[config.mk]
export PLATFORM = sky130hd
export DESIGN_NAME = dispatch_bundler_flat
export DESIGN_NICKNAME = d
export VERILOG_FILES = /design/src/rtl/dispatch_bundler_if.sv /design/src/rtl/dispatch_bundler.sv /design/src/flat_wrapper.sv
export SDC_FILE = /design/constraint.sdc
export NUM_CORES = 1
export LEC_CHECK = 0
export BUFFER_PORTS_ARGS = -buffer_cell sky130_fd_sc_hd__buf_2
export CELL_PAD_IN_SITES_DETAIL_PLACEMENT = 0
export CELL_PAD_IN_SITES_GLOBAL_PLACEMENT = 1
export CORE_AREA = 2 2 209 211
export CTS_CLUSTER_DIAMETER = 80
export DETAILED_ROUTE_END_ITERATION = 7
export DIE_AREA = 0 0 211 213
export PLACE_DENSITY = 0.77
export SYNTH_ARGS = -nofsm -noshare
export SYNTH_HDL_FRONTEND = slang
export SYNTH_SLANG_ARGS = --single-unit
[constraint.sdc]
create_clock -name clk -period 3.4 [get_ports clk]
set_clock_uncertainty 0.05 [all_clocks]
set_input_delay 0.34 -clock clk [delete_from_list [all_inputs] [get_ports clk]]
set_output_delay 0.34 -clock clk [all_outputs]
set_load 0.005 [all_outputs]
[src/rtl/dispatch_bundler_if.sv]
// Rename-to-issue-window bus of the dispatch bundler: rename offer, wake broadcasts,
// window back-pressure and the packed 4-slot bundle. master = bundler side.
interface dispatch_bundler_if #(parameter int PHY_W = 6);
  logic               flush;
  logic               In_Valid;
  logic               In_Ready;
  logic [3:0]         In_Function;
  logic [4:0]         In_Operation;
  logic [31:0]        In_imm;
  logic [31:0]        In_PC;
  logic [PHY_W-1:0]   In_Phydst;
  logic [PHY_W-1:0]   In_Src1;
  logic [PHY_W-1:0]   In_Src2;
  logic               In_Src1_Wake;
  logic               In_Src2_Wake;
  logic [4:0]         In_Rdst;

  logic               ALU0_Commit;
  logic               ALU1_Commit;
  logic               BU_Commit;
  logic               DU_Commit;
  logic [PHY_W-1:0]   ALU0_Phydst;
  logic [PHY_W-1:0]   ALU1_Phydst;
  logic [PHY_W-1:0]   BU_Phydst;
  logic [PHY_W-1:0]   DU_Phydst;

  logic               Issue_window_full;

  logic [3:0]         Inst_Valid;
  logic [15:0]        Inst_Function;
  logic [19:0]        Inst_Operation;
  logic [127:0]       Inst_imm;
  logic [127:0]       Inst_PC;
  logic [4*PHY_W-1:0] Inst_Phydst;
  logic [4*PHY_W-1:0] Inst_Src1;
  logic [4*PHY_W-1:0] Inst_Src2;
  logic [3:0]         Inst_Src1_Wake;
  logic [3:0]         Inst_Src2_Wake;
  logic [19:0]        Inst_Rdst;
  logic [2:0]         Bundle_Count;

  modport master (
    input  flush, In_Valid, In_Function, In_Operation, In_imm, In_PC,
           In_Phydst, In_Src1, In_Src2, In_Src1_Wake, In_Src2_Wake, In_Rdst,
           ALU0_Commit, ALU1_Commit, BU_Commit, DU_Commit,
           ALU0_Phydst, ALU1_Phydst, BU_Phydst, DU_Phydst, Issue_window_full,
    output In_Ready, Inst_Valid, Inst_Function, Inst_Operation, Inst_imm, Inst_PC,
           Inst_Phydst, Inst_Src1, Inst_Src2, Inst_Src1_Wake, Inst_Src2_Wake,
           Inst_Rdst, Bundle_Count
  );

  modport slave (
    output flush, In_Valid, In_Function, In_Operation, In_imm, In_PC,
           In_Phydst, In_Src1, In_Src2, In_Src1_Wake, In_Src2_Wake, In_Rdst,
           ALU0_Commit, ALU1_Commit, BU_Commit, DU_Commit,
           ALU0_Phydst, ALU1_Phydst, BU_Phydst, DU_Phydst, Issue_window_full,
    input  In_Ready, Inst_Valid, Inst_Function, Inst_Operation, Inst_imm, Inst_PC,
           Inst_Phydst, Inst_Src1, Inst_Src2, Inst_Src1_Wake, Inst_Src2_Wake,
           Inst_Rdst, Bundle_Count
  );
endinterface

[src/rtl/dispatch_bundler.sv]
// Packs renamed instructions into 4-slot bundles for the issue window write port.
// Optional wake-broadcast snooping of parked source-ready bits: DISPATCH_WAKE_SNOOP_EN.
module dispatch_bundler #(
  parameter int TIMEOUT = 4,
  parameter int PHY_W   = 6
) (
  input logic               clk,
  input logic               rst,
  dispatch_bundler_if.master bus
);

  typedef struct packed {
    logic [3:0]       func;
    logic [4:0]       op;
    logic [31:0]      imm;
    logic [31:0]      pc;
    logic [PHY_W-1:0] phydst;
    logic [PHY_W-1:0] src1;
    logic [PHY_W-1:0] src2;
    logic             src1_wake;
    logic             src2_wake;
    logic [4:0]       rdst;
  } slot_t;

  localparam logic [3:0] TMO = 4'(TIMEOUT);

  slot_t [3:0] slots_q, slots_d;
  logic  [3:0] valid_q, valid_d;
  logic  [2:0] cnt_q,   cnt_d;
  logic  [3:0] timer_q, timer_d;

  logic        send;
  logic        ready;
  logic        accept;
  slot_t       in_slot;
  logic  [3:0] hit1, hit2;
  logic        in_hit1, in_hit2;

`ifdef DISPATCH_WAKE_SNOOP_EN
  logic [3:0]         bc_v;
  logic [4*PHY_W-1:0] bc_t;

  assign bc_v = {bus.DU_Commit, bus.BU_Commit, bus.ALU1_Commit, bus.ALU0_Commit};
  assign bc_t = {bus.DU_Phydst, bus.BU_Phydst, bus.ALU1_Phydst, bus.ALU0_Phydst};

  // A broadcast tag only counts when its own commit strobe is high.
  function automatic logic tag_hit(input logic [PHY_W-1:0] tag,
                                   input logic [3:0] v,
                                   input logic [4*PHY_W-1:0] t);
    logic h;
    h = 1'b0;
    for (int b = 0; b < 4; b++) h = h | (v[b] && (t[b*PHY_W +: PHY_W] == tag));
    return h;
  endfunction

  always_comb begin
    for (int k = 0; k < 4; k++) begin
      hit1[k] = tag_hit(slots_q[k].src1, bc_v, bc_t);
      hit2[k] = tag_hit(slots_q[k].src2, bc_v, bc_t);
    end
    in_hit1 = tag_hit(bus.In_Src1, bc_v, bc_t);
    in_hit2 = tag_hit(bus.In_Src2, bc_v, bc_t);
  end
`else
  assign hit1    = 4'b0000;
  assign hit2    = 4'b0000;
  assign in_hit1 = 1'b0;
  assign in_hit2 = 1'b0;
`endif

  assign send   = ((cnt_q == 3'd4) || (cnt_q != 3'd0 && timer_q >= TMO))
                  && !bus.Issue_window_full && !bus.flush;
  assign ready  = !bus.flush && (cnt_q < 3'd4 || send);
  assign accept = bus.In_Valid && ready;

  always_comb begin
    in_slot.func      = bus.In_Function;
    in_slot.op        = bus.In_Operation;
    in_slot.imm       = bus.In_imm;
    in_slot.pc        = bus.In_PC;
    in_slot.phydst    = bus.In_Phydst;
    in_slot.src1      = bus.In_Src1;
    in_slot.src2      = bus.In_Src2;
    in_slot.src1_wake = bus.In_Src1_Wake | in_hit1;
    in_slot.src2_wake = bus.In_Src2_Wake | in_hit2;
    in_slot.rdst      = bus.In_Rdst;
  end

  // NOTE: every always_comb target gets a default first so no path can infer a latch.
  always_comb begin
    slots_d = slots_q;
    valid_d = valid_q;
    cnt_d   = cnt_q;
    timer_d = timer_q;
    if (bus.flush) begin
      slots_d = '0;
      valid_d = 4'b0000;
      cnt_d   = 3'd0;
      timer_d = 4'd0;
    end else if (send) begin
      // The window captures this edge; a same-cycle accept opens the next bundle.
      slots_d = '0;
      valid_d = 4'b0000;
      cnt_d   = 3'd0;
      timer_d = 4'd0;
      if (accept) begin
        slots_d[0] = in_slot;
        valid_d[0] = 1'b1;
        cnt_d      = 3'd1;
      end
    end else begin
      for (int k = 0; k < 4; k++) begin
        slots_d[k].src1_wake = slots_q[k].src1_wake | (valid_q[k] & hit1[k]);
        slots_d[k].src2_wake = slots_q[k].src2_wake | (valid_q[k] & hit2[k]);
      end
      if (cnt_q != 3'd0 && timer_q < TMO) timer_d = timer_q + 4'd1;
      if (accept) begin
        slots_d[cnt_q[1:0]] = in_slot;
        valid_d[cnt_q[1:0]] = 1'b1;
        cnt_d               = cnt_q + 3'd1;
      end
    end
  end

  // NOTE: slot storage is reset along with the control state so a reset leaves no stale fields on the bus.
  always_ff @(posedge clk or negedge rst) begin
    if (!rst) begin
      slots_q <= '0;
      valid_q <= 4'b0000;
      cnt_q   <= 3'd0;
      timer_q <= 4'd0;
    end else begin
      // NOTE: non-blocking assignments keep every flop sampling pre-edge values.
      slots_q <= slots_d;
      valid_q <= valid_d;
      cnt_q   <= cnt_d;
      timer_q <= timer_d;
    end
  end

  always_comb begin
    slot_t view;
    bus.In_Ready       = rst && ready;
    bus.Inst_Valid     = send ? valid_q : 4'b0000;
    bus.Bundle_Count   = bus.flush ? 3'd0 : cnt_q;
    bus.Inst_Function  = '0;
    bus.Inst_Operation = '0;
    bus.Inst_imm       = '0;
    bus.Inst_PC        = '0;
    bus.Inst_Phydst    = '0;
    bus.Inst_Src1      = '0;
    bus.Inst_Src2      = '0;
    bus.Inst_Src1_Wake = 4'b0000;
    bus.Inst_Src2_Wake = 4'b0000;
    bus.Inst_Rdst      = '0;
    for (int k = 0; k < 4; k++) begin
      view = bus.flush ? slot_t'('0) : slots_q[k];
      bus.Inst_Function[4*k +: 4]          = view.func;
      bus.Inst_Operation[5*k +: 5]         = view.op;
      bus.Inst_imm[32*k +: 32]             = view.imm;
      bus.Inst_PC[32*k +: 32]              = view.pc;
      bus.Inst_Phydst[PHY_W*k +: PHY_W]    = view.phydst;
      bus.Inst_Src1[PHY_W*k +: PHY_W]      = view.src1;
      bus.Inst_Src2[PHY_W*k +: PHY_W]      = view.src2;
      bus.Inst_Rdst[5*k +: 5]              = view.rdst;
      // Same-cycle broadcasts are forwarded so a wake on the send edge is not lost.
      bus.Inst_Src1_Wake[k] = view.src1_wake | (valid_q[k] & hit1[k] & !bus.flush);
      bus.Inst_Src2_Wake[k] = view.src2_wake | (valid_q[k] & hit2[k] & !bus.flush);
    end
  end

endmodule
[src/flat_wrapper.sv]
// flat-port wrapper written by rule: the top's interface ports become plain ports
module dispatch_bundler_flat 
#(
  parameter int TIMEOUT = 4,
  parameter int PHY_W   = 6
)
  (clk, rst, bus_flush, bus_In_Valid, bus_In_Function, bus_In_Operation, bus_In_imm, bus_In_PC, bus_In_Phydst, bus_In_Src1, bus_In_Src2, bus_In_Src1_Wake, bus_In_Src2_Wake, bus_In_Rdst, bus_ALU0_Commit, bus_ALU1_Commit, bus_BU_Commit, bus_DU_Commit, bus_ALU0_Phydst, bus_ALU1_Phydst, bus_BU_Phydst, bus_DU_Phydst, bus_Issue_window_full, bus_In_Ready, bus_Inst_Valid, bus_Inst_Function, bus_Inst_Operation, bus_Inst_imm, bus_Inst_PC, bus_Inst_Phydst, bus_Inst_Src1, bus_Inst_Src2, bus_Inst_Src1_Wake, bus_Inst_Src2_Wake, bus_Inst_Rdst, bus_Bundle_Count);
  dispatch_bundler_if #(.PHY_W(PHY_W)) bus_i ();
  input logic clk;
  input logic rst;
  input wire logic [$bits(bus_i.flush)-1:0] bus_flush;
  input wire logic [$bits(bus_i.In_Valid)-1:0] bus_In_Valid;
  input wire logic [$bits(bus_i.In_Function)-1:0] bus_In_Function;
  input wire logic [$bits(bus_i.In_Operation)-1:0] bus_In_Operation;
  input wire logic [$bits(bus_i.In_imm)-1:0] bus_In_imm;
  input wire logic [$bits(bus_i.In_PC)-1:0] bus_In_PC;
  input wire logic [$bits(bus_i.In_Phydst)-1:0] bus_In_Phydst;
  input wire logic [$bits(bus_i.In_Src1)-1:0] bus_In_Src1;
  input wire logic [$bits(bus_i.In_Src2)-1:0] bus_In_Src2;
  input wire logic [$bits(bus_i.In_Src1_Wake)-1:0] bus_In_Src1_Wake;
  input wire logic [$bits(bus_i.In_Src2_Wake)-1:0] bus_In_Src2_Wake;
  input wire logic [$bits(bus_i.In_Rdst)-1:0] bus_In_Rdst;
  input wire logic [$bits(bus_i.ALU0_Commit)-1:0] bus_ALU0_Commit;
  input wire logic [$bits(bus_i.ALU1_Commit)-1:0] bus_ALU1_Commit;
  input wire logic [$bits(bus_i.BU_Commit)-1:0] bus_BU_Commit;
  input wire logic [$bits(bus_i.DU_Commit)-1:0] bus_DU_Commit;
  input wire logic [$bits(bus_i.ALU0_Phydst)-1:0] bus_ALU0_Phydst;
  input wire logic [$bits(bus_i.ALU1_Phydst)-1:0] bus_ALU1_Phydst;
  input wire logic [$bits(bus_i.BU_Phydst)-1:0] bus_BU_Phydst;
  input wire logic [$bits(bus_i.DU_Phydst)-1:0] bus_DU_Phydst;
  input wire logic [$bits(bus_i.Issue_window_full)-1:0] bus_Issue_window_full;
  output wire logic [$bits(bus_i.In_Ready)-1:0] bus_In_Ready;
  output wire logic [$bits(bus_i.Inst_Valid)-1:0] bus_Inst_Valid;
  output wire logic [$bits(bus_i.Inst_Function)-1:0] bus_Inst_Function;
  output wire logic [$bits(bus_i.Inst_Operation)-1:0] bus_Inst_Operation;
  output wire logic [$bits(bus_i.Inst_imm)-1:0] bus_Inst_imm;
  output wire logic [$bits(bus_i.Inst_PC)-1:0] bus_Inst_PC;
  output wire logic [$bits(bus_i.Inst_Phydst)-1:0] bus_Inst_Phydst;
  output wire logic [$bits(bus_i.Inst_Src1)-1:0] bus_Inst_Src1;
  output wire logic [$bits(bus_i.Inst_Src2)-1:0] bus_Inst_Src2;
  output wire logic [$bits(bus_i.Inst_Src1_Wake)-1:0] bus_Inst_Src1_Wake;
  output wire logic [$bits(bus_i.Inst_Src2_Wake)-1:0] bus_Inst_Src2_Wake;
  output wire logic [$bits(bus_i.Inst_Rdst)-1:0] bus_Inst_Rdst;
  output wire logic [$bits(bus_i.Bundle_Count)-1:0] bus_Bundle_Count;
  assign bus_i.flush = bus_flush;
  assign bus_i.In_Valid = bus_In_Valid;
  assign bus_i.In_Function = bus_In_Function;
  assign bus_i.In_Operation = bus_In_Operation;
  assign bus_i.In_imm = bus_In_imm;
  assign bus_i.In_PC = bus_In_PC;
  assign bus_i.In_Phydst = bus_In_Phydst;
  assign bus_i.In_Src1 = bus_In_Src1;
  assign bus_i.In_Src2 = bus_In_Src2;
  assign bus_i.In_Src1_Wake = bus_In_Src1_Wake;
  assign bus_i.In_Src2_Wake = bus_In_Src2_Wake;
  assign bus_i.In_Rdst = bus_In_Rdst;
  assign bus_i.ALU0_Commit = bus_ALU0_Commit;
  assign bus_i.ALU1_Commit = bus_ALU1_Commit;
  assign bus_i.BU_Commit = bus_BU_Commit;
  assign bus_i.DU_Commit = bus_DU_Commit;
  assign bus_i.ALU0_Phydst = bus_ALU0_Phydst;
  assign bus_i.ALU1_Phydst = bus_ALU1_Phydst;
  assign bus_i.BU_Phydst = bus_BU_Phydst;
  assign bus_i.DU_Phydst = bus_DU_Phydst;
  assign bus_i.Issue_window_full = bus_Issue_window_full;
  assign bus_In_Ready = bus_i.In_Ready;
  assign bus_Inst_Valid = bus_i.Inst_Valid;
  assign bus_Inst_Function = bus_i.Inst_Function;
  assign bus_Inst_Operation = bus_i.Inst_Operation;
  assign bus_Inst_imm = bus_i.Inst_imm;
  assign bus_Inst_PC = bus_i.Inst_PC;
  assign bus_Inst_Phydst = bus_i.Inst_Phydst;
  assign bus_Inst_Src1 = bus_i.Inst_Src1;
  assign bus_Inst_Src2 = bus_i.Inst_Src2;
  assign bus_Inst_Src1_Wake = bus_i.Inst_Src1_Wake;
  assign bus_Inst_Src2_Wake = bus_i.Inst_Src2_Wake;
  assign bus_Inst_Rdst = bus_i.Inst_Rdst;
  assign bus_Bundle_Count = bus_i.Bundle_Count;
  dispatch_bundler #(.TIMEOUT(TIMEOUT), .PHY_W(PHY_W)) u_core (.clk(clk), .rst(rst), .bus(bus_i));
endmodule
* Word-level counts from Yosys, hierarchy flattened
Cells that the tools add are included.
Word-level totals: register bits 403, latch bits 0, bits in writable memories 0, ROM bits 0, bits of input ports 131, output and inout bits 400, word-level logic and storage cells 93, memories kept 0
Operators by class: $add $sub $neg 2, multipliers 0, div/mod/pow operators 0, order comparisons 5, equality and inequality tests 1, shift-type cells 0, mux-type cells 26, bitwise gates (word level) 1, reductions and logical operators 15
Operators by type and width (number):
- 392-bit 2-to-1 mux | 3
- 98-bit 2-to-1 mux | 6
- 392-bit bitwise mux | 1
- 98-bit demux with 2-bit select | 1
- 4-bit 2-to-1 mux | 7
- 3-bit 2-to-1 mux | 4
- 3-bit nonzero test | 3
- 1-bit logical AND | 8
- 4-bit by 1-bit adder with 4-bit output, second input constant | 1
- 4-bit by 3-bit >= comparator with 1-bit output, second input constant | 1
- 4-bit by 3-bit less-than comparator with 1-bit output, second input constant | 1
- 4-bit bitwise OR | 1
- 3-bit by 1-bit adder with 3-bit output, second input constant | 1
- 3-bit equality test, second input constant | 1
- 2-bit by 3-bit less-than comparator with 1-bit output, second input constant | 1
- 3-bit less-than comparator, second input constant | 1
- 1-bit 2-to-1 mux | 3
- 1-bit demux with 2-bit select | 1
- 2-bit by 1-bit >= comparator with 1-bit output, second input constant | 1
- 1-bit logical NOT | 2
- 1-bit logical OR | 2

* Depth between registers and ports, before layout
depth after elaboration 11, gate-level depth with buffers 8, gate-level depth less buffers 6

* Worst setup path after synthesis
Ideal clock, no wire load.
path type reg2reg, start register u_core.cnt_q[0], end register u_core.slots_q[13] (netlist name), setup time 65 ps, arrival 1927 ps, required time 3285 ps, setup slack 1358 ps, stages on the path, launching flop included 9, buffers on the path 2, period minus slack after synthesis 2042 ps, cells stage by stage dfrtp_1 -> inv_1 -> ha_1 -> and2b_1 -> o21ai_0 -> a21oi_2 -> buf_2 -> buf_2 -> a22o_1
Between the ends: longest elaborated chain between the ends 11, elaborated cells between the ends (all ways) 21, classes of those cells order compare: 3; eq/ne: 1; mux: 7; reduce/logical: 10
RTL lines:
- from (decl) | RTL line dispatch_bundler.sv:29 | logic [2:0] cnt_q, cnt_d;
- from (signal assigned) | RTL line dispatch_bundler.sv:136 | cnt_q <= cnt_d;
- branches (longest 11 deep; another with 2-bit by 3-bit less-than comparator with 1-bit output)
- to (signal assigned) | RTL line dispatch_bundler.sv:134 | slots_q <= slots_d;
- to (decl) | RTL line dispatch_bundler.sv:27 | slot_t [3:0] slots_q, slots_d;
Several ways; the timed one is not identified. The select of a mux whose other input is x is not followed. A chain may end at the register's enable or synchronous reset.

* Worst setup path in the final report
start register u_core.cnt_q[0], end output port bus_Inst_Valid[0]
Between the ends: longest elaborated chain between the ends 6, elaborated cells between the ends (all ways) 7, classes of those cells eq/ne: 1; mux: 1; reduce/logical: 5
RTL lines:
- 3-bit nonzero test | RTL line dispatch_bundler.sv:71 | assign send = ((cnt_q == 3'd4) || (cnt_q != 3'd0 && timer_q >= TMO))
- 1-bit logical AND | RTL line dispatch_bundler.sv:71
- 1-bit logical OR * | RTL line dispatch_bundler.sv:71
- 1-bit logical AND * (2 in a row) | RTL line dispatch_bundler.sv:72 | && !bus.Issue_window_full && !bus.flush;
- 4-bit 2-to-1 mux * | RTL line dispatch_bundler.sv:144 | bus.Inst_Valid = send ? valid_q : 4'b0000;
- to (decl) | RTL line flat_wrapper.sv:33 | output wire logic [$bits(bus_i.Inst_Valid)-1:0] bus_Inst_Valid;
Mark *: on every way between the ends. The rest lies on a longest branch, timed or not.

==> qor.yml <==
fmax_ghz: 0.356
gp_congestion: 0.810
fp.coreArea_mm2: 0.0427
area_growth_syn_to_layout_pct: 29.8
cts_tree: "built"
syn_inst: 1390
critPathTopFamily: "simple AND/OR/NAND/NOR gates"
multi_input_area_mm2: 0.00640
ys_async_sr_fraction_pct: 100
fin_crit_ps: 2810
synth.yosys.warnings: 0
slew_viol_final: 0
rsz0062_at_grt: "false"
worstPathRequired_ps: 3010
synth_nets: 1526
drc_errors: 0
grt_usage_pct: 24.1
critical_path.slowest_cell: "a211oi_4"
layout-drive-gt1-share_pct: 31.1
io_buffers: 502
fp-row-count: 76
fillCellCount: 3726
dpl.hpwl_mm: 34.5
clk_path_buf_depth: 3
powerDensity_mw_per_mm2: 489
first_pass_iters: 7
vias: 13614
critPathMaxStageDelay_ps: 590
fp.dieW_um: 211
cts_repair_resize_count: 0
ios: 531
wl_met2_mm: 25.6
first_global_vias: 13769
wl_per_cell_um: 22.5
grt_pass1_wl_mm: 83.6
dr_wl_met3_mm: 4.81
ys_ff_latch: 403
drtAntennaViolNets: 0
synth-edff-count: 0
yosys-top-cells-count: "dfrtp_1, nor2b_1, a22o_1"
finalSetupTns_ps: 0
cp_cell_sequence: "or2_1, a211oi_4, nor2_1, nor3b_1, buf_2"
drt-met1-wl_mm: 23.5
max-vdd-ir-drop_mv: 0.311
grt_overflow_total: 0
fin_util_pct: 52.1
die_y_um: 213
power_leakage_uw: 0.0117
endpoint_kind: "output port"
wirelength_mm: 55.7
fin_nets: 2042
ys_top_cells_by_area: "dfrtp_1, a22o_1, nor2b_1"
crit_arrival_ps: 2420
drt-vias-per-instance: 5.49
yosysSeqAreaShare_pct: 58.9
yosysTopAreaCellShare_pct: 58.9
yosysMostFrequentCell: "dfrtp_1"
path_buf_inv: 1
regArea_mm2: 0.0101
htree_levels: 2
min_period_over_period_pct: 82.6
clk_pin_slew_ps: 60
path_class: "flip-flop to output port"
setup_violations: 0
start_kind: "flip-flop"
syn_area_mm2: 0.0171
grt_antenna_before_repair: 1
avgSynthCellArea_um2: 12.3
hold_viol_final: 0
grt_max_degree: 159
cp_max_fo: 7
cts.sinks: 403
drt_iter0_markers: 1255
routed.top_layer: "met4"
synthFlopType: "dfrtp_1"
root_buffer: "clkbuf_16"
cts_buffers: 44
drv_cap: 0
outcome: "completed"
start_util_pct: 40.1
relSlewSlack_pct: 39.8
min_path_type: "input port to flip-flop"
clock_latency_ps: 550
die_area_mm2: 0.0449
ys_types: 33
synth.largest_area_cell: "dfrtp_1"
worstMarginPinSlew_ps: 903
metrics by stage:
step | instance area, um2 | std cells | total power, uW | setup WS (ps) | hold slack (ps)
floorplan | 17100 | 1390 | 5770 | 1360 | -5.59
global placement | 20100 | 2332 | 6320 | 1010 | 249
detailed placement | 20100 | 2332 | 6330 | 961 | 249
CTS | 22200 | 2481 | 11000 | 533 | 0.472
global route | 22200 | 2482 | 11300 | 408 | 9.10
finish | 22200 | 2482 | 10900 | 591 | 25.1
logic make-up (layout without fill, tap and decap cells):
group	after synthesis	count (layout)	synth area share, %
muxes	1	1	0.0584
buffers and inverters	138	683	3.89
adders and majority gates	5	5	0.365
AOI/OAI and AO/OA	419	419	21.5
and+or+nand+nor	423	423	15.3
other	0	1	0
xor gates and xnor gates	1	1	0.0511
DFF	403	403	58.9
path summary, 6_finish.rpt:
kind / start / end / slack (ps) / cells after the start
worst max-delay path: u_core.cnt_q[0] / bus_Inst_Valid[0] / 590 / 5
worst min-delay path: bus_In_imm[29] / u_core.slots_q[184] / 30 / 2
worst max register to register: u_core.cnt_q[0] / u_core.slots_q[32] / 940 / 6
worst min register to register: u_core.valid_q[0] / u_core.valid_q[0] / 420 / 1
max in group asynchronous: rst / u_core.slots_q[332] / 1790 / 3
min in group asynchronous: rst / u_core.slots_q[308] / 250 / 2
per-layer routing:
layer,GRT usage (%),vias up
met3,7.30,115
met5,0,-
met1,31.6,6935
met4,8.79,0
met2,37.7,588
li1,-,5976
sequential cells by signal, indices dropped and copies added (netlist names):
| register | count |
|---|---|
| u_core.cnt_q | 3 |
| u_core.timer_q | 4 |
| u_core.valid_q | 4 |
| u_core.slots_q | 392 |
what timing repair did:
item / CTS / global route
hold endpoints to repair: 305 / 0
hold buffers: 74 / 0
setup buffers: 0 / 0
worst register-to-register path, stage by stage, from the launching register on:
cell      delay (ps)
dfrtp_1          410
inv_1            160
ha_1             350
o21ai_2          230
a211oi_4         310
buf_4            560
a22o_1           320
final cells by class:
| class | instances | area share (%) |
|---|---|---|
| antenna | 1 | 0.0113 |
| clock buffer | 69 | 5.96 |
| clock inverter | 6 | 0.146 |
| inverter | 8 | 0.135 |
| multi-input combinational | 849 | 28.8 |
| sequential | 403 | 45.3 |
| tap | 546 | 3.07 |
| timing repair buffer | 600 | 16.5 |
where the power goes:
part | switching [uW] | internal (uW)
logic | 712 | 491
registers | 116 | 5000
clock network | 1900 | 2660
cells in the final DEF (no fill, tap or decap), types with 6 or more instances in the layout:
master,netlist,final
buf_4,1,6
inv_1,8,8
clkbuf_16,0,45
buf_2,43,500
nor2b_1,394,394
clkbuf_1,73,13
a21oi_1,8,8
dfrtp_1,403,403
a22o_1,392,392
buf_12,0,18
clkbuf_8,0,11
dlygate4sd3_1,0,74
nor2_1,14,14
Note: power is estimated with default switching activity, not from simulation.
